File: src/rtl/psk_tx_pkg.sv
// psk_tx_pkg: shared constants for the PSK transmit framer.
// Holds the frame state encoding, the Barker-13 word, the payload
// scrambler LFSR seed/taps and the MODE_CTRL bit that selects BPSK.
package psk_tx_pkg;

    // Frame states, kept as plain sized constants for legacy tools
    localparam logic [2:0] ST_IDLE     = 3'd0;
    localparam logic [2:0] ST_PREAMBLE = 3'd1;
    localparam logic [2:0] ST_BARKER   = 3'd2;
    localparam logic [2:0] ST_PAYLOAD  = 3'd3;
    localparam logic [2:0] ST_TAIL     = 3'd4;

    // Barker-13 word, transmitted MSB first (1 -> +1, 0 -> -1)
    localparam logic [12:0] BARKER13 = 13'b1111100110101;

    // Payload scrambler x^7 + x^6 + 1, restarted at every payload entry
    localparam logic [6:0] LFSR_SEED = 7'h7F;
    localparam logic [6:0] LFSR_TAPS = 7'b1100000;

    // MODE_CTRL bit that selects BPSK (1) or QPSK (0) payload
    localparam int MODE_BPSK_BIT = 0;

    // One LFSR step: the feedback bit is shifted in at bit 0 and is also
    // the bit used to whiten the current payload bit
    function automatic logic [6:0] lfsr_step(input logic [6:0] state);
        return {state[5:0], ^(state & LFSR_TAPS)};
    endfunction

endpackage

File: src/rtl/psk_byte_serializer.sv
// psk_byte_serializer: one-byte input hold register plus payload shifter.
// Presents the current payload symbol bits (I/Q) and flags the last symbol
// of the byte; the bit index steps by 1 (BPSK) or 2 (QPSK) and wraps at 8.
module psk_byte_serializer (
    input  logic       clk_32M768,
    input  logic       rst_n_32M768,
    input  logic [7:0] s_tdata,
    input  logic       s_tvalid,
    output logic       s_tready,
    input  logic       s_tlast,
    input  logic       load,
    input  logic       advance,
    input  logic       bpsk,
    output logic       hold_valid,
    output logic       pay_i,
    output logic       pay_q,
    output logic       byte_end,
    output logic       byte_last
);

    logic [7:0] hold_byte;
    logic       hold_last;
    logic [7:0] shift_byte;
    logic [2:0] bit_idx;

    assign s_tready = !hold_valid;

    // Hold register: emptied when its byte moves into the shifter, else filled on handshake
    always_ff @(posedge clk_32M768) begin
        if (!rst_n_32M768) begin
            hold_valid <= 1'b0;
            hold_byte  <= 8'h00;
            hold_last  <= 1'b0;
        end else if (load) begin
            hold_valid <= 1'b0;
        end else if (s_tvalid && s_tready) begin
            hold_valid <= 1'b1;
            hold_byte  <= s_tdata;
            hold_last  <= s_tlast;
        end
    end

    // Shifter: reload from the hold register or step the bit index by the symbol width
    always_ff @(posedge clk_32M768) begin
        if (!rst_n_32M768) begin
            shift_byte <= 8'h00;
            byte_last  <= 1'b0;
            bit_idx    <= 3'd0;
        end else if (load) begin
            shift_byte <= hold_byte;
            byte_last  <= hold_last;
            bit_idx    <= 3'd0;
        end else if (advance) begin
            bit_idx <= bit_idx + (bpsk ? 3'd1 : 3'd2);
        end
    end

    // Current symbol bits, MSB first, and end-of-byte detection
    always_comb begin
        pay_i    = shift_byte[3'd7 - bit_idx];
        pay_q    = bpsk ? pay_i : shift_byte[3'd6 - bit_idx];
        byte_end = bpsk ? (bit_idx == 3'd7) : (bit_idx == 3'd6);
    end

endmodule

File: src/rtl/psk_packetizer.sv
// psk_packetizer: transmit framer producing preamble, Barker-13, payload
// (BPSK or QPSK) and tail symbols at the ce_1M symbol rate.
// Optional macro PSK_TX_SCRAMBLE_EN: whiten payload bits with a 7-bit LFSR.
module psk_packetizer
    import psk_tx_pkg::*;
#(
    parameter int          PREAMBLE_LEN = 64,
    parameter int          TAIL_LEN     = 8,
    parameter logic [12:0] BARKER       = BARKER13
) (
    input  logic       clk_32M768,
    input  logic       rst_n_32M768,
    input  logic       ce_1M,
    input  logic [3:0] MODE_CTRL,
    input  logic [7:0] s_tdata,
    input  logic       s_tvalid,
    output logic       s_tready,
    input  logic       s_tlast,
    output logic       sym_I,
    output logic       sym_Q,
    output logic       sym_vld,
    output logic       is_bpsk,
    output logic       frame_start,
    output logic       tx_busy,
    output logic       underrun
);

    localparam int MAX_PT  = (PREAMBLE_LEN > TAIL_LEN) ? PREAMBLE_LEN : TAIL_LEN;
    localparam int MAX_LEN = (MAX_PT > 13) ? MAX_PT : 13;
    localparam int CNT_W   = $clog2(MAX_LEN) + 1;

    localparam logic [CNT_W-1:0] PRE_LAST    = CNT_W'(PREAMBLE_LEN - 1);
    localparam logic [CNT_W-1:0] TAIL_LAST   = CNT_W'(TAIL_LEN - 1);
    localparam logic [CNT_W-1:0] BARKER_LAST = CNT_W'(12);

    logic [2:0]       state;
    logic [CNT_W-1:0] count;
    logic             hold_valid;
    logic             pay_i;
    logic             pay_q;
    logic             byte_end;
    logic             byte_last;
    logic             ser_load;
    logic             ser_advance;
    logic             barker_done;
    logic [3:0]       barker_idx;
    logic             barker_bit;
    logic             out_i;
    logic             out_q;
    logic             unused_mode_bits;

    assign unused_mode_bits = ^MODE_CTRL[3:1];

    // Shifter control: load after the last Barker chip or on a back-to-back byte
    always_comb begin
        barker_done = (state == ST_BARKER) && (count == BARKER_LAST);
        barker_idx  = 4'd12 - count[3:0];
        barker_bit  = BARKER[barker_idx];
        ser_advance = ce_1M && (state == ST_PAYLOAD);
        ser_load    = ce_1M && (barker_done ||
                      ((state == ST_PAYLOAD) && byte_end && !byte_last && hold_valid));
    end

    psk_byte_serializer u_serializer (
        .clk_32M768   (clk_32M768),
        .rst_n_32M768 (rst_n_32M768),
        .s_tdata      (s_tdata),
        .s_tvalid     (s_tvalid),
        .s_tready     (s_tready),
        .s_tlast      (s_tlast),
        .load         (ser_load),
        .advance      (ser_advance),
        .bpsk         (is_bpsk),
        .hold_valid   (hold_valid),
        .pay_i        (pay_i),
        .pay_q        (pay_q),
        .byte_end     (byte_end),
        .byte_last    (byte_last)
    );

`ifdef PSK_TX_SCRAMBLE_EN
    logic [6:0] lfsr;
    logic [6:0] lfsr_1;
    logic [6:0] lfsr_2;

    // Scrambler bits: I uses the first step, Q (QPSK only) the second
    always_comb begin
        lfsr_1 = lfsr_step(lfsr);
        lfsr_2 = lfsr_step(lfsr_1);
        out_i  = pay_i ^ lfsr_1[0];
        out_q  = pay_q ^ (is_bpsk ? lfsr_1[0] : lfsr_2[0]);
    end

    // LFSR: reseeded on payload entry, one step per transmitted payload bit
    always_ff @(posedge clk_32M768) begin
        if (!rst_n_32M768) begin
            lfsr <= LFSR_SEED;
        end else if (ce_1M) begin
            if (barker_done) begin
                lfsr <= LFSR_SEED;
            end else if (state == ST_PAYLOAD) begin
                lfsr <= is_bpsk ? lfsr_1 : lfsr_2;
            end
        end
    end
`else
    assign out_i = pay_i;
    assign out_q = pay_q;
`endif

    // Frame FSM: symbol outputs reflect the state seen at each ce_1M edge
    always_ff @(posedge clk_32M768) begin
        if (!rst_n_32M768) begin
            state       <= ST_IDLE;
            count       <= '0;
            sym_I       <= 1'b0;
            sym_Q       <= 1'b0;
            sym_vld     <= 1'b0;
            is_bpsk     <= 1'b0;
            frame_start <= 1'b0;
            tx_busy     <= 1'b0;
            underrun    <= 1'b0;
        end else begin
            frame_start <= 1'b0;
            if (ce_1M) begin
                case (state)
                    ST_IDLE: begin
                        sym_I   <= 1'b0;
                        sym_Q   <= 1'b0;
                        sym_vld <= 1'b0;
                        tx_busy <= 1'b0;
                        if (hold_valid) begin
                            is_bpsk  <= MODE_CTRL[MODE_BPSK_BIT];
                            underrun <= 1'b0;
                            count    <= '0;
                            state    <= ST_PREAMBLE;
                        end
                    end
                    ST_PREAMBLE: begin
                        sym_I       <= ~count[0];
                        sym_Q       <= ~count[0];
                        sym_vld     <= 1'b1;
                        tx_busy     <= 1'b1;
                        frame_start <= (count == '0);
                        if (count == PRE_LAST) begin
                            count <= '0;
                            state <= ST_BARKER;
                        end else begin
                            count <= count + CNT_W'(1);
                        end
                    end
                    ST_BARKER: begin
                        sym_I   <= barker_bit;
                        sym_Q   <= barker_bit;
                        sym_vld <= 1'b1;
                        tx_busy <= 1'b1;
                        if (barker_done) begin
                            count <= '0;
                            state <= ST_PAYLOAD;
                        end else begin
                            count <= count + CNT_W'(1);
                        end
                    end
                    ST_PAYLOAD: begin
                        sym_I   <= out_i;
                        sym_Q   <= out_q;
                        sym_vld <= 1'b1;
                        tx_busy <= 1'b1;
                        if (byte_end) begin
                            if (byte_last) begin
                                count <= '0;
                                state <= ST_TAIL;
                            end else if (!hold_valid) begin
                                underrun <= 1'b1;
                                count    <= '0;
                                state    <= ST_TAIL;
                            end
                        end
                    end
                    ST_TAIL: begin
                        sym_I   <= 1'b1;
                        sym_Q   <= 1'b1;
                        sym_vld <= 1'b1;
                        tx_busy <= 1'b1;
                        if (count == TAIL_LAST) begin
                            count <= '0;
                            state <= ST_IDLE;
                        end else begin
                            count <= count + CNT_W'(1);
                        end
                    end
                    default: begin
                        count <= '0;
                        state <= ST_IDLE;
                    end
                endcase
            end
        end
    end

endmodule
File: config.mk
export PLATFORM = sky130hd
export DESIGN_NAME = psk_packetizer
export DESIGN_NICKNAME = d
export VERILOG_FILES = /design/src/rtl/psk_tx_pkg.sv /design/src/rtl/psk_byte_serializer.sv /design/src/rtl/psk_packetizer.sv
export SDC_FILE = /design/constraint.sdc
export NUM_CORES = 1
export LEC_CHECK = 0
export CORE_MARGIN = 5
export CORE_UTILIZATION = 52
export CTS_BUF_LIST = sky130_fd_sc_hd__clkbuf_4 sky130_fd_sc_hd__clkbuf_8
export DETAILED_ROUTE_END_ITERATION = 12
export PLACE_DENSITY_LB_ADDON = 0.05
export SLEW_MARGIN = 20
export SYNTH_ARGS = -nofsm -noshare
export SYNTH_HDL_FRONTEND = slang
export SYNTH_SLANG_ARGS = --single-unit
File: constraint.sdc
create_clock -name clk_32M768 -period 2.05 [get_ports clk_32M768]
set_clock_uncertainty 0.05 [all_clocks]
set_input_delay 0.41 -clock clk_32M768 [delete_from_list [all_inputs] [get_ports clk_32M768]]
set_output_delay 0.41 -clock clk_32M768 [all_outputs]
set_load 0.03 [all_outputs]
# --- Word level (Yosys, flattened, before mapping) ---
# Memories as Yosys holds them, arrays and structs flattened.
# Cells that the tools add are included.
word_totals:
  reg_bits: 38
  rom_bits: 16
  out_inout_bits: 8
  word_cells: 100
  memories: 1
op_classes:
  n_addsub: 5
  order_cmp: 3
  n_eq_ne: 17
  mux: 32
  n_bitwise: 3
  n_reduce_logical: 25
memory_table:
  columns: ["name", "depth", "width", "read_ports", "rd_ports_with_merged_regs", "write_ports", "line", "source"]
  rows:
  - ["(name not given)", 16, 1, 1, 0, 0, "psk_packetizer.sv:58", "barker_bit = BARKER[barker_idx];"]
op_table:
  columns: ["operator", "n"]
  rows:
  - ["7-bit 2-to-1 mux", 7]
  - ["7-bit one-hot mux with 5 select lines", 1]
  - ["3-bit 2-to-1 mux", 7]
  - ["3-bit one-hot mux with 5 select lines", 1]
  - ["2-bit != test (second input constant)", 6]
  - ["1-bit one-hot mux with 5 select lines", 2]
  - ["3-bit equality test (second input constant)", 3]
  - ["1-bit 2-to-1 mux", 9]
  - ["3-bit by 4-bit < comparator with 1-bit output (second input constant)", 2]
  - ["7-bit by 1-bit adder with 7-bit output (second input constant)", 1]
  - ["7-bit by 3-bit equality test with 1-bit output (second input constant)", 1]
  - ["7-bit by 4-bit equality test with 1-bit output (second input constant)", 1]
  - ["7-bit by 6-bit equality test with 1-bit output (second input constant)", 1]
  - ["1-bit logical AND", 7]
  - ["7-bit logical NOT", 1]
  - ["7-bit AND reduction", 1]
  - ["1-bit binary-select mux with 3-bit select", 2]
  - ["3-bit by 2-bit equality test with 1-bit output (second input constant)", 2]
  - ["2-bit AND reduction", 3]
  - ["3-bit AND reduction", 2]
  - ["6-bit AND reduction", 1]
  - ["3-bit subtractor (first input constant)", 2]
  - ["4-bit by 5-bit < comparator with 1-bit output (second input constant)", 1]
  - ["5-bit nonzero test", 1]
  - ["other kinds (15)", 20]

# --- Depth between registers and ports, before layout ---
# Gate-level depths: netlist of run 1.
depth:
  depth_word: 9
  ltp_mapped: 9
  depth_no_buf: 7

# --- Hierarchy ---
# A second synthesis of run 1 with hierarchy kept.
hier_totals:
  cells_unflattened: 223
  hier_area_um2: 2158.3
by_module_without_submodules:
  columns: ["mod", "n_inst", "cells_each", "area_each_um2", "seq_area_each_um2"]
  rows:
  - ["psk_packetizer", 1, 131, 1091.0, 320.3]
  - ["psk_byte_serializer", 1, 92, 1067.3, 440.4]

# --- Least setup slack after synthesis of run 1 ---
# Ideal clock, no wire load.
synth_path:
  path_type: "register -> register"
  from: "reg u_serializer.bit_idx[0]"
  to: "reg u_serializer.byte_last"
  setup_time_ns: 0.128
  t_arrival_ns: 1.973
  t_required_ns: 1.872
  slack_ns: -0.101
  stages_incl_launch_ff: 10
  path_buffers: 2
  synth_period_minus_slack_ns: 2.151
  cell_sequence: "dfxtp_1 clkbuf_1 inv_1 ha_1 mux2_2 and4_1 o21ai_0 buf_2 mux2i_1 nor2_1"
synth_between:
  elab_chain_len: 7
  word_cells_on_any_way: 8
  classes_between: "2 x eq/ne; 1 x mux; 5 x reduce/logical"
synth_rtl:
  columns: ["element", "line", "source"]
  rows:
  - ["from (decl)", "psk_byte_serializer.sv:24", "logic [2:0] bit_idx;"]
  - ["from (signal assigned)", "psk_byte_serializer.sv:54", "bit_idx <= bit_idx + (bpsk ? 3'd1 : 3'd2);"]
  - ["3-bit equality test", "psk_byte_serializer.sv:62", "byte_end = bpsk ? (bit_idx == 3'd7) : (bit_idx == 3'd6);"]
  - ["1-bit 2-to-1 mux *", "psk_byte_serializer.sv:62", null]
  - ["1-bit logical AND * (3 in series)", "psk_packetizer.sv:61", "((state == ST_PAYLOAD) && byte_end && !byte_last && hold_valid));"]
  - ["1-bit logical OR *", "psk_packetizer.sv:60", "ser_load = ce_1M && (barker_done ||"]
  - ["1-bit logical AND *", "psk_packetizer.sv:60", null]
  - ["to (signal assigned)", "psk_byte_serializer.sv:51", "byte_last <= hold_last;"]
  - ["to (decl)", "psk_byte_serializer.sv:18", "output logic byte_last"]
# Mark *: on every way between the ends. The rest lies on a longest branch, timed or not.
# A chain may end at the register's enable or synchronous reset.

# --- Final worst setup path of run 1 ---
layout_path:
  from: "reg count[0]"
  to: "reg state[0]"
layout_between:
  elab_chain_len: 4
  word_cells_on_any_way: 8
  classes_between: "6 x eq/ne; 2 x reduce/logical"
layout_rtl:
  columns: ["element", "line", "source"]
  rows:
  - ["from (decl)", "psk_packetizer.sv:37", "logic [CNT_W-1:0] count;"]
  - ["from (signal assigned)", "psk_packetizer.sv:149", "count <= count + CNT_W'(1);"]
  - ["from (signal assigned)", "psk_packetizer.sv:161", "count <= count + CNT_W'(1);"]
  - ["from (signal assigned)", "psk_packetizer.sv:189", "count <= count + CNT_W'(1);"]
  - ["7-bit by 4-bit equality test with 1-bit output", "psk_packetizer.sv:56", "barker_done = (state == ST_BARKER) && (count == BARKER_LAST);"]
  - ["1-bit logical AND", "psk_packetizer.sv:56", null]
  - ["2-bit != test (no source line)", null, null]
  - ["7-bit AND reduction (no source line) *", null, null]
  - ["to (signal assigned)", "psk_packetizer.sv:114", "state <= ST_IDLE;"]
  - ["to (signal assigned)", "psk_packetizer.sv:136", "state <= ST_PREAMBLE;"]
  - ["to (signal assigned)", "psk_packetizer.sv:147", "state <= ST_BARKER;"]
  - ["to (decl)", "psk_packetizer.sv:36", "logic [2:0] state;"]
# Marked as above.

==> flow_metrics.env, run 1 <==
export IMPL_hpwl_um=3267
export IMPL_drt_pass1_iterations=4
export IMPL_viasPerCell=5.716
export IMPL_grtUsageTotal=0.1841
export IMPL_fmax_ghz=0.4983
export IMPL_synth_cell_types=49
export IMPL_register_area_um2=763.2
export IMPL_synth_top_family_by_area="simple AND/OR/NAND/NOR gates"
export IMPL_grt_max_degree=21
export IMPL_antenna_found_initial=0
export IMPL_ctsHtreeMaxLevel=2
export IMPL_yosys_warnings=0
export IMPL_powerDensity_mw_per_mm2=634.9
export IMPL_synth_top_cell_by_area="dfxtp_1"
export IMPL_post_route_min_period_ns=2.007
export IMPL_wl_per_cell_um=14.34
export IMPL_synth_edf_count=0
export IMPL_syn_to_final_growth_pct=28.81
export IMPL_ant_nets=0
export IMPL_cts_max_path_buffers=2
export IMPL_critPathCaptureType="flip-flop"
export IMPL_fp_dieW_um=72.45
export IMPL_tns_ns=0
export IMPL_cp_arrival_ns=2.18
export IMPL_hold_violations=0
export IMPL_yosysMostFrequentCell="dfxtp_1"
export IMPL_rsz0062_at_grt="true"
export IMPL_worst_pin_slew_ns=0.4623
export IMPL_synth_compound_area_frac=0.1425
export IMPL_synth_fa_ha_area_frac=0.04688
export IMPL_fp_dieH_um=72.45
export IMPL_slew_viol_final=0
export IMPL_setup_ws_ns=0.04306
export IMPL_clockRootBuffer="clkbuf_8"
export IMPL_utilization=0.7030
export IMPL_ys_top_cells_by_area="dfxtp_1 38%, mux2i_1 5.9%, nand3_1 5.9%"
export IMPL_drv_cap=0
export IMPL_overflow=0
export IMPL_grt_pass1_wl_um=7590
export IMPL_critical_path_class="reg2reg"
export IMPL_insertion_delay_ns=0.30
export IMPL_p_leak_nw=1.043
export IMPL_ys_seq_area_frac=0.3751
export IMPL_synth_top_cells_by_count="38 x dfxtp_1, 27 x nand2_1, 24 x nand3_1"
export IMPL_synthMuxAreaShare=0.1147
export IMPL_synth_net_count=261
export IMPL_fin_crit_sh=0.9790
export IMPL_cts_buffers=5
export IMPL_port_buffer_count=21
export IMPL_hp_class="reg2reg"
export IMPL_cts_tree="yes"
export IMPL_pin_count=25
export IMPL_timing_hold_ws_ns=0.4073
export IMPL_wl_um=4647
export IMPL_drive_above_1_share=0.1884
export IMPL_num_rows=22
export IMPL_place_congestion=0.8708
export IMPL_worstPathRequired_ns=2.23
export IMPL_status="finished, final reports clean"
export IMPL_clkSinkCount=38
export IMPL_diodes=0
export IMPL_num_vias=1852
export IMPL_ir_worst_vdd_mv=0.3753
export IMPL_grt_pass1_vias=1715
export IMPL_synthXorXnorAreaFrac=0.008637
export IMPL_core_area_mm2=0.003716
export IMPL_syn_cell_area_mm2=0.002028
export IMPL_start_kind="flip-flop"
export IMPL_ys_ff_latch=38
export IMPL_synth_avg_cell_area_um2=8.558
export IMPL_clk_pin_slew_ns=0.07
export IMPL_final_nets=300
export IMPL_setup_violations=0
export IMPL_yosysTopAreaCellShare=0.3751
export IMPL_dp_slack_ns=-0.2253
export IMPL_async_flop_share=0
export IMPL_drcViolationCount=0
export IMPL_synth_simple_gate_area_share=0.2653
export IMPL_start_util=0.5458
export IMPL_drtIter0Drc=121
export IMPL_die_area_mm2=0.005249
export IMPL_critPathMaxFanout=4
export IMPL_synth_cells=237
export IMPL_fillers=290
export IMPL_multi_input_area_mm2=0.001216
export IMPL_ys_flop_type="dfxtp_1"
export IMPL_relSlewSlack=0.6894
==> kinds of logic after synthesis <==
kind of cell,Yosys count
mux,18
fa+ha+maj,7
buf+inv,23
simple gates,104
xor+xnor,2
compound gates,45
flops,38
==> through the flow <==
step	std cells	area, um2	total power, W
6_report	324	2613	0.001659
2_1_floorplan	237	2029	0.0009157
5_1_grt	324	2613	0.001728
4_1_cts	323	2561	0.001670
3_3_place_gp	316	2434	0.001010
3_5_place_dp	316	2434	0.001013
==> path summary, 6_finish.rpt <==
check	depth (start not counted)	from	slack [ns]	to
max	7	count[0]$_SDFFE_PN0P_	0.04	state[0]$_SDFFE_PN0P_
min	2	u_serializer.hold_byte[5]$_SDFFE_PN0P_	0.41	u_serializer.hold_byte[5]$_SDFFE_PN0P_
max reg2reg	7	count[0]$_SDFFE_PN0P_	0.04	state[0]$_SDFFE_PN0P_
min reg2reg	2	u_serializer.hold_byte[5]$_SDFFE_PN0P_	0.41	u_serializer.hold_byte[5]$_SDFFE_PN0P_
==> critical path, cell delays in order, from the launching register on <==
cell	delay (ns)
dfxtp_1	0.31
inv_1	0.07
ha_2	0.18
or4b_4	0.50
o21ai_4	0.15
o221ai_2	0.12
or4_1	0.42
a21oi_1	0.13
==> cell type report <==
cell class                 instances  share of cell area
timing repair buffer              47              0.1648
multi-input combinational        176              0.4655
sequential                        38              0.2921
clock buffer                       6             0.03161
inverter                           8             0.01149
clock inverter                     1             0.01149
tap                               48             0.02299
==> registers in the layout (all words and copies together) (netlist names), 3 cells and up <==
register,cells
count,7
state,3
u_serializer.bit_idx,3
u_serializer.hold_byte,8
u_serializer.shift_byte,8
==> repair_timing <==
action	4_1_cts	5_1_grt
gates cloned	0	0
hold buffers	0	0
endpoints found under the hold margin	0	0
pin swaps	0	1
endpoints found under the setup margin	10	24
setup buffers	0	1
gates resized for setup	2	7
==> routing by layer <==
metal,track usage,wire (um),vias up
met2,0.3013,2168,50
met4,0.06148,63,0
met3,0.04155,266,6
met5,0,0,-
li1,-,-,922
met1,0.2396,2148,874
==> power by group <==
| part | leakage (nW) | internal (W) | switching (W) |
|---|---|---|---|
| logic | 0.676 | 0.000112 | 0.000126 |
| registers | 0.309 | 0.000759 | 0.0000139 |
| clock network | 0.0573 | 0.000389 | 0.000258 |
==> cell usage in the layout, fill, tap and decap left out, types with 2 or more instances in the layout <==
cell type        netlist  layout
o21ai_0               15      14
mux2i_1               12      12
clkdlybuf4s50_1        0      21
nor2b_1                3       3
nor3b_1                4       4
mux2_2                 2       2
dfxtp_2                0       2
nand2b_1               4       4
and3_1                 3       3
inv_1                  7       7
nand3b_1               3       3
a21oi_1               12      12
nor2_1                19      19
mux4_2                 4       4
nor3_1                 2       2
buf_4                  1      24
nor4_1                 3       3
clkbuf_8               0       6
ha_1                   6       5
or2_2                  3       3
buf_12                 0       2
a31oi_1                5       5
dfxtp_1               38      36
or4_1                  2       2
nand2_1               27      27
nand3_1               24      24
Power figures use the tool's default switching activity.
==> run 2, diff against run 1 <==
--- a/config.mk
+++ b/config.mk
@@ -11,4 +11,5 @@
 export DETAILED_ROUTE_END_ITERATION = 12
 export PLACE_DENSITY_LB_ADDON = 0.05
+export REMOVE_ABC_BUFFERS = 1
 export SLEW_MARGIN = 20
 export SYNTH_ARGS = -nofsm -noshare
==> constraint.sdc (replaced) <==
create_clock -name clk_32M768 -period 2.05 [get_ports clk_32M768]
set_clock_uncertainty 0.05 [all_clocks]
set_input_delay 0.205 -clock clk_32M768 [delete_from_list [all_inputs] [get_ports clk_32M768]]
set_output_delay 0.205 -clock clk_32M768 [all_outputs]
set_load 0.03 [all_outputs]
==> flow_metrics.env, run 2 (synthesis gave the netlist of run 1 again) <==
export IMPL_fmax_ghz=0.4908
export IMPL_critPathCaptureType="flip-flop"
export IMPL_num_vias=1874
export IMPL_powerDensity_mw_per_mm2=620.7
export IMPL_wl_um=4800
export IMPL_cp_arrival_ns=2.20
export IMPL_final_cell_mix="33 x dfxtp_1, 27 x nand2_1, 24 x nand3_1, 24 x buf_4, 21 x clkdlybuf4s50_1"
export IMPL_worst_pin_slew_ns=0.5971
export IMPL_cts_tree="yes"
export IMPL_worstPathRequired_ns=2.21
export IMPL_antenna_found_initial=0
export IMPL_clk_pin_slew_ns=0.08
export IMPL_drt_pass1_iterations=4
export IMPL_post_route_min_period_ns=2.038
export IMPL_rsz0062_at_grt="true"
export IMPL_wl_per_cell_um=14.77
export IMPL_cts_max_path_buffers=2
export IMPL_drive_above_1_share=0.2274
export IMPL_port_buffer_count=21
export IMPL_hold_violations=0
export IMPL_fin_crit_sh=0.9940
export IMPL_final_nets=300
export IMPL_ctsHtreeMaxLevel=2
export IMPL_start_util=0.5458
export IMPL_setup_violations=0
export IMPL_slew_viol_final=0
export IMPL_die_area_mm2=0.005249
export IMPL_hp_class="reg2reg"
export IMPL_critical_path_class="reg2reg"
export IMPL_reg_largest_list="u_serializer.hold_byte x8, u_serializer.shift_byte x8, count x7"
export IMPL_fp_dieH_um=72.45
export IMPL_grt_pass1_wl_um=7783
export IMPL_ant_nets=0
export IMPL_viasPerCell=5.766
export IMPL_drv_cap=0
export IMPL_status="finished, final reports clean"
export IMPL_mostFrequentLayoutCell="dfxtp_1"
export IMPL_pin_count=25
export IMPL_diodes=0
export IMPL_hpwl_um=3273
export IMPL_drcViolationCount=0
export IMPL_ir_worst_vdd_mv=0.5024
export IMPL_fp_dieW_um=72.45
export IMPL_p_leak_nw=1.049
export IMPL_clockRootBuffer="clkbuf_8"
export IMPL_syn_to_final_growth_pct=30.41
export IMPL_tns_ns=0
export IMPL_relSlewSlack=0.5994
export IMPL_setup_ws_ns=0.01234
export IMPL_cts_buffers=5
export IMPL_dp_slack_ns=-0.2221
export IMPL_critPathMaxFanout=5
export IMPL_clkSinkCount=38
export IMPL_num_rows=22
export IMPL_overflow=0
export IMPL_core_area_mm2=0.003716
export IMPL_grt_pass1_vias=1685
export IMPL_grtUsageTotal=0.1875
export IMPL_utilization=0.7118
export IMPL_place_congestion=0.8728
export IMPL_grt_max_degree=19
export IMPL_insertion_delay_ns=0.29
export IMPL_start_kind="flip-flop"
export IMPL_drtIter0Drc=124
export IMPL_timing_hold_ws_ns=0.4019
[run 2: routing by layer]
metal,up-vias,part of all wire,GRT usage
met4,0,0.013,0.06352
met3,8,0.046,0.04571
met1,882,0.42,0.2275
met2,50,0.52,0.3236
met5,-,0,0
li1,934,-,-
[run 2: power breakdown]
group | internal [W] | switching [W]
combinational | 0.000114 | 0.000122
clock | 0.000358 | 0.000264
sequential | 0.000759 | 0.0000248
total | 0.00123 | 0.000411
[run 2: area by class of cell]
type                       count  area [um2]
sequential                    38       767.0
clock inverter                 3       40.04
clock buffer                   5       68.82
fill                         305        1071
multi-input combinational    176        1264
timing repair buffer          47       415.4
inverter                       8       30.03
tap                           48       60.06
[run 2: what timing repair did]
| action | 4_1_cts | 5_1_grt |
|---|---|---|
| gates cloned | 0 | 1 |
| buffers inserted | 4 | 2 |
| pin swaps | 2 | 3 |
| endpoints found under the hold margin | 0 | 0 |
| hold buffers | 0 | 0 |
| endpoints found under the setup margin | 19 | 30 |
| gates resized for setup | 12 | 16 |
[run 2: path summary, 6_finish.rpt]
| kind | startpoint | endpoint | slack (ns) | cells after the start |
|---|---|---|---|---|
| min reg2reg | u_serializer.hold_byte[5]$_SDFFE_PN0P_ | u_serializer.hold_byte[5]$_SDFFE_PN0P_ | 0.40 | 2 |
| max | count[0]$_SDFFE_PN0P_ | state[0]$_SDFFE_PN0P_ | 0.01 | 7 |
| max reg2reg | count[0]$_SDFFE_PN0P_ | state[0]$_SDFFE_PN0P_ | 0.01 | 7 |
| min | u_serializer.hold_byte[5]$_SDFFE_PN0P_ | u_serializer.hold_byte[5]$_SDFFE_PN0P_ | 0.40 | 2 |
[run 2: through the flow]
| stage | power, W | area, um2 | instances |
|---|---|---|---|
| after floorplan | 0.0008987 | 1963 | 222 |
| after global placement | 0.0009998 | 2384 | 311 |
| after detailed placement | 0.001005 | 2384 | 311 |
| after CTS | 0.001637 | 2586 | 323 |
| after global routing | 0.001720 | 2645 | 325 |
| final | 0.001642 | 2645 | 325 |
[run 2: critical path, stage by stage (launching register included)]
cell	delay, ns
dfxtp_2	0.33
inv_2	0.07
ha_4	0.13
or4b_4	0.50
o21ai_4	0.18
o221ai_4	0.14
or4_4	0.43
a21oi_2	0.13
==> run 3, diff against run 2 <==
- ABC_AREA: not set -> 1
==> flow_metrics.env, run 3 <==
export IMPL_status="finished, final reports clean"
export IMPL_endpoint="count[5]$_SDFFE_PN0P_"
export IMPL_fp_dieW_um=72.22
export IMPL_die_area_mm2=0.005216
export IMPL_start_kind="flip-flop"
export IMPL_wl_um=4279
export IMPL_async_flop_share=0
export IMPL_port_buffer_count=21
export IMPL_synth_top_cell_by_area="dfxtp_1"
export IMPL_synth_cell_types=28
export IMPL_total_power_w=0.001929
export IMPL_hp_class="reg2reg"
export IMPL_final_nets=347
export IMPL_p_leak_nw=1.001
export IMPL_worst_pin_slew_ns=0.4512
export IMPL_drtIter0Drc=132
export IMPL_start_util=0.5418
export IMPL_cts_buffers=5
export IMPL_ir_worst_vdd_mv=0.5908
export IMPL_ant_nets=0
export IMPL_yosysTopAreaCellShare=0.3779
export IMPL_grt_pass1_wl_um=7576
export IMPL_critPathCaptureType="flip-flop"
export IMPL_max_stage_delay_ns=0.39
export IMPL_slew_viol_final=0
export IMPL_r2r_start="count[0]$_SDFFE_PN0P_"
export IMPL_setup_violations=0
export IMPL_yosys_warnings=0
export IMPL_pin_count=25
export IMPL_cts_tree="yes"
export IMPL_relSlewSlack=0.6989
export IMPL_ys_top_cells_by_area="dfxtp_1 38%, nand2_1 14%, nand3_1 9.4%"
export IMPL_final_cell_mix="74 x nand2_1, 38 x inv_1, 37 x nand3_1, 37 x dfxtp_1, 36 x a21oi_1"
export IMPL_setup_ws_ns=0.2169
export IMPL_crit_top_cell="nand2_1"
export IMPL_antenna_found_initial=0
export IMPL_viasPerCell=5.070
export IMPL_synth_cells=296
export IMPL_grt_pass1_vias=1711
export IMPL_place_congestion=0.8390
export IMPL_grtUsageTotal=0.1801
export IMPL_ys_seq_area_frac=0.3779
export IMPL_clkSinkCount=38
export IMPL_num_vias=1886
export IMPL_ff2ff_path_depth=10
export IMPL_synth_edf_count=0
export IMPL_num_rows=22
export IMPL_cts_hold_buf=0
export IMPL_drv_cap=0
export IMPL_cp_slowest_cell="dfxtp_1"
export IMPL_fillers=364
export IMPL_ctsHtreeMaxLevel=2
export IMPL_fp_dieH_um=72.22
export IMPL_min_path_cells=2
export IMPL_hpwl_um=3209
export IMPL_insertion_delay_ns=0.29
export IMPL_fmax_ghz=0.5455
export IMPL_critPathMaxFanout=5
export IMPL_ys_ff_latch=38
export IMPL_critical_path_class="reg2reg"
export IMPL_drive_above_1_share=0.07716
export IMPL_diodes=0
export IMPL_post_route_min_period_ns=1.833
export IMPL_startpoint="count[0]$_SDFFE_PN0P_"
export IMPL_powerDensity_mw_per_mm2=793.4
export IMPL_fin_crit_sh=0.8942
export IMPL_drcViolationCount=0
export IMPL_worstPathCellList="ha_1, nand2_1, nor2_4, nand4_1, nand2_1, nand3_1, nor2_4, inv_1, nand2_1, nor2_1"
export IMPL_ys_flop_type="dfxtp_1"
export IMPL_synth_avg_cell_area_um2=6.801
export IMPL_wl_per_cell_um=11.50
export IMPL_overflow=0
export IMPL_synth_top_cells_by_count="74 x nand2_1, 38 x dfxtp_1, 38 x inv_1, 38 x nand3_1, 36 x a21oi_1"
export IMPL_drt_pass1_iterations=4
export IMPL_clk_pin_slew_ns=0.07
export IMPL_dp_slack_ns=0.1745
export IMPL_core_area_mm2=0.003716
export IMPL_tns_ns=0
export IMPL_clockRootBuffer="clkbuf_8"
export IMPL_hold_violations=0
export IMPL_yosysMostFrequentCell="nand2_1"
export IMPL_r2r_end="count[5]$_SDFFE_PN0P_"
export IMPL_grt_max_degree=30
export IMPL_syn_to_final_growth_pct=20.76
export IMPL_hold_start="underrun$_SDFFE_PN0P_"
export IMPL_mostFrequentLayoutCell="nand2_1"
export IMPL_reg_largest_list="u_serializer.hold_byte x8, u_serializer.shift_byte x8, count x7"
export IMPL_syn_cell_area_mm2=0.002013
export IMPL_cts_max_path_buffers=2
export IMPL_ff2ff_setup_slack_ns=0.22
export IMPL_cp_arrival_ns=1.96
export IMPL_worstPathRequired_ns=2.18
-- run 3: worst min path at each step --
stage and to:
3_3_place_gp underrun$_SDFFE_PN0P_, 6_report underrun$_SDFFE_PN0P_, 3_5_place_dp underrun$_SDFFE_PN0P_, 5_1_grt underrun$_SDFFE_PN0P_, 2_1_floorplan count[2]$_SDFFE_PN0P_, 4_1_cts underrun$_SDFFE_PN0P_
-- run 3: what timing repair did --
item / 4_1_cts / 5_1_grt
resized for setup: 0 / 5
buffers inserted: 0 / 1
hold endpoints to repair: 0 / 0
endpoints found under the setup margin: 0 / 7
-- run 3: cell type report --
cell class | count | area (um2) | area share
sequential | 38 | 762.0 | 0.3134
inverter | 40 | 150.1 | 0.06176
multi-input combinational | 210 | 1070 | 0.4400
clock inverter | 1 | 30.03 | 0.01235
timing repair buffer | 28 | 275.3 | 0.1132
clock buffer | 7 | 83.83 | 0.03448
tap | 48 | 60.06 | 0.02470
-- run 3: critical path, delay by kind of cell, from the launching register on --
family	cells	cell delay, ns
buf+inv	1	0.08
simple gates	8	0.99
fa+ha+maj	1	0.21
flops	1	0.39
-- run 3: cells by family after synthesis --
| family | after synthesis | synth area share |
|---|---|---|
| buffers and inverters | 48 | 0.1001 |
| DFF | 38 | 0.3779 |
| adders and majority gates | 7 | 0.04723 |
| and+or+nand+nor | 144 | 0.3188 |
| xor gates and xnor gates | 3 | 0.01305 |
| AOI/OAI and AO/OA | 56 | 0.1429 |
-- run 3: power breakdown --
group / leakage, nW / total (W) / internal [W] / switching [W]
Clock: 0.0593 / 0.000637 / 0.000390 / 0.000247
Sequential: 0.309 / 0.000828 / 0.000786 / 0.0000418
Combinational: 0.633 / 0.000464 / 0.000182 / 0.000282
-- run 3: metal layers --
metal	wire length [um]	up-vias	global-route usage
met5	0	-	0
met4	38	0	0.03758
met3	210	5	0.04571
met2	1864	31	0.2801
met1	2165	836	0.2521
li1	-	1014	-
-- run 3: through the flow --
step | hold slack, ns | area, um2 | std cells | util
floorplan | 0.2777 | 1962 | 288 | -
global placement | 0.3848 | 2293 | 363 | 0.6172
detailed placement | 0.3895 | 2293 | 363 | 0.6172
CTS | 0.3994 | 2407 | 371 | 0.6478
global route | 0.4335 | 2431 | 372 | 0.6542
finish | 0.3975 | 2431 | 372 | 0.6542
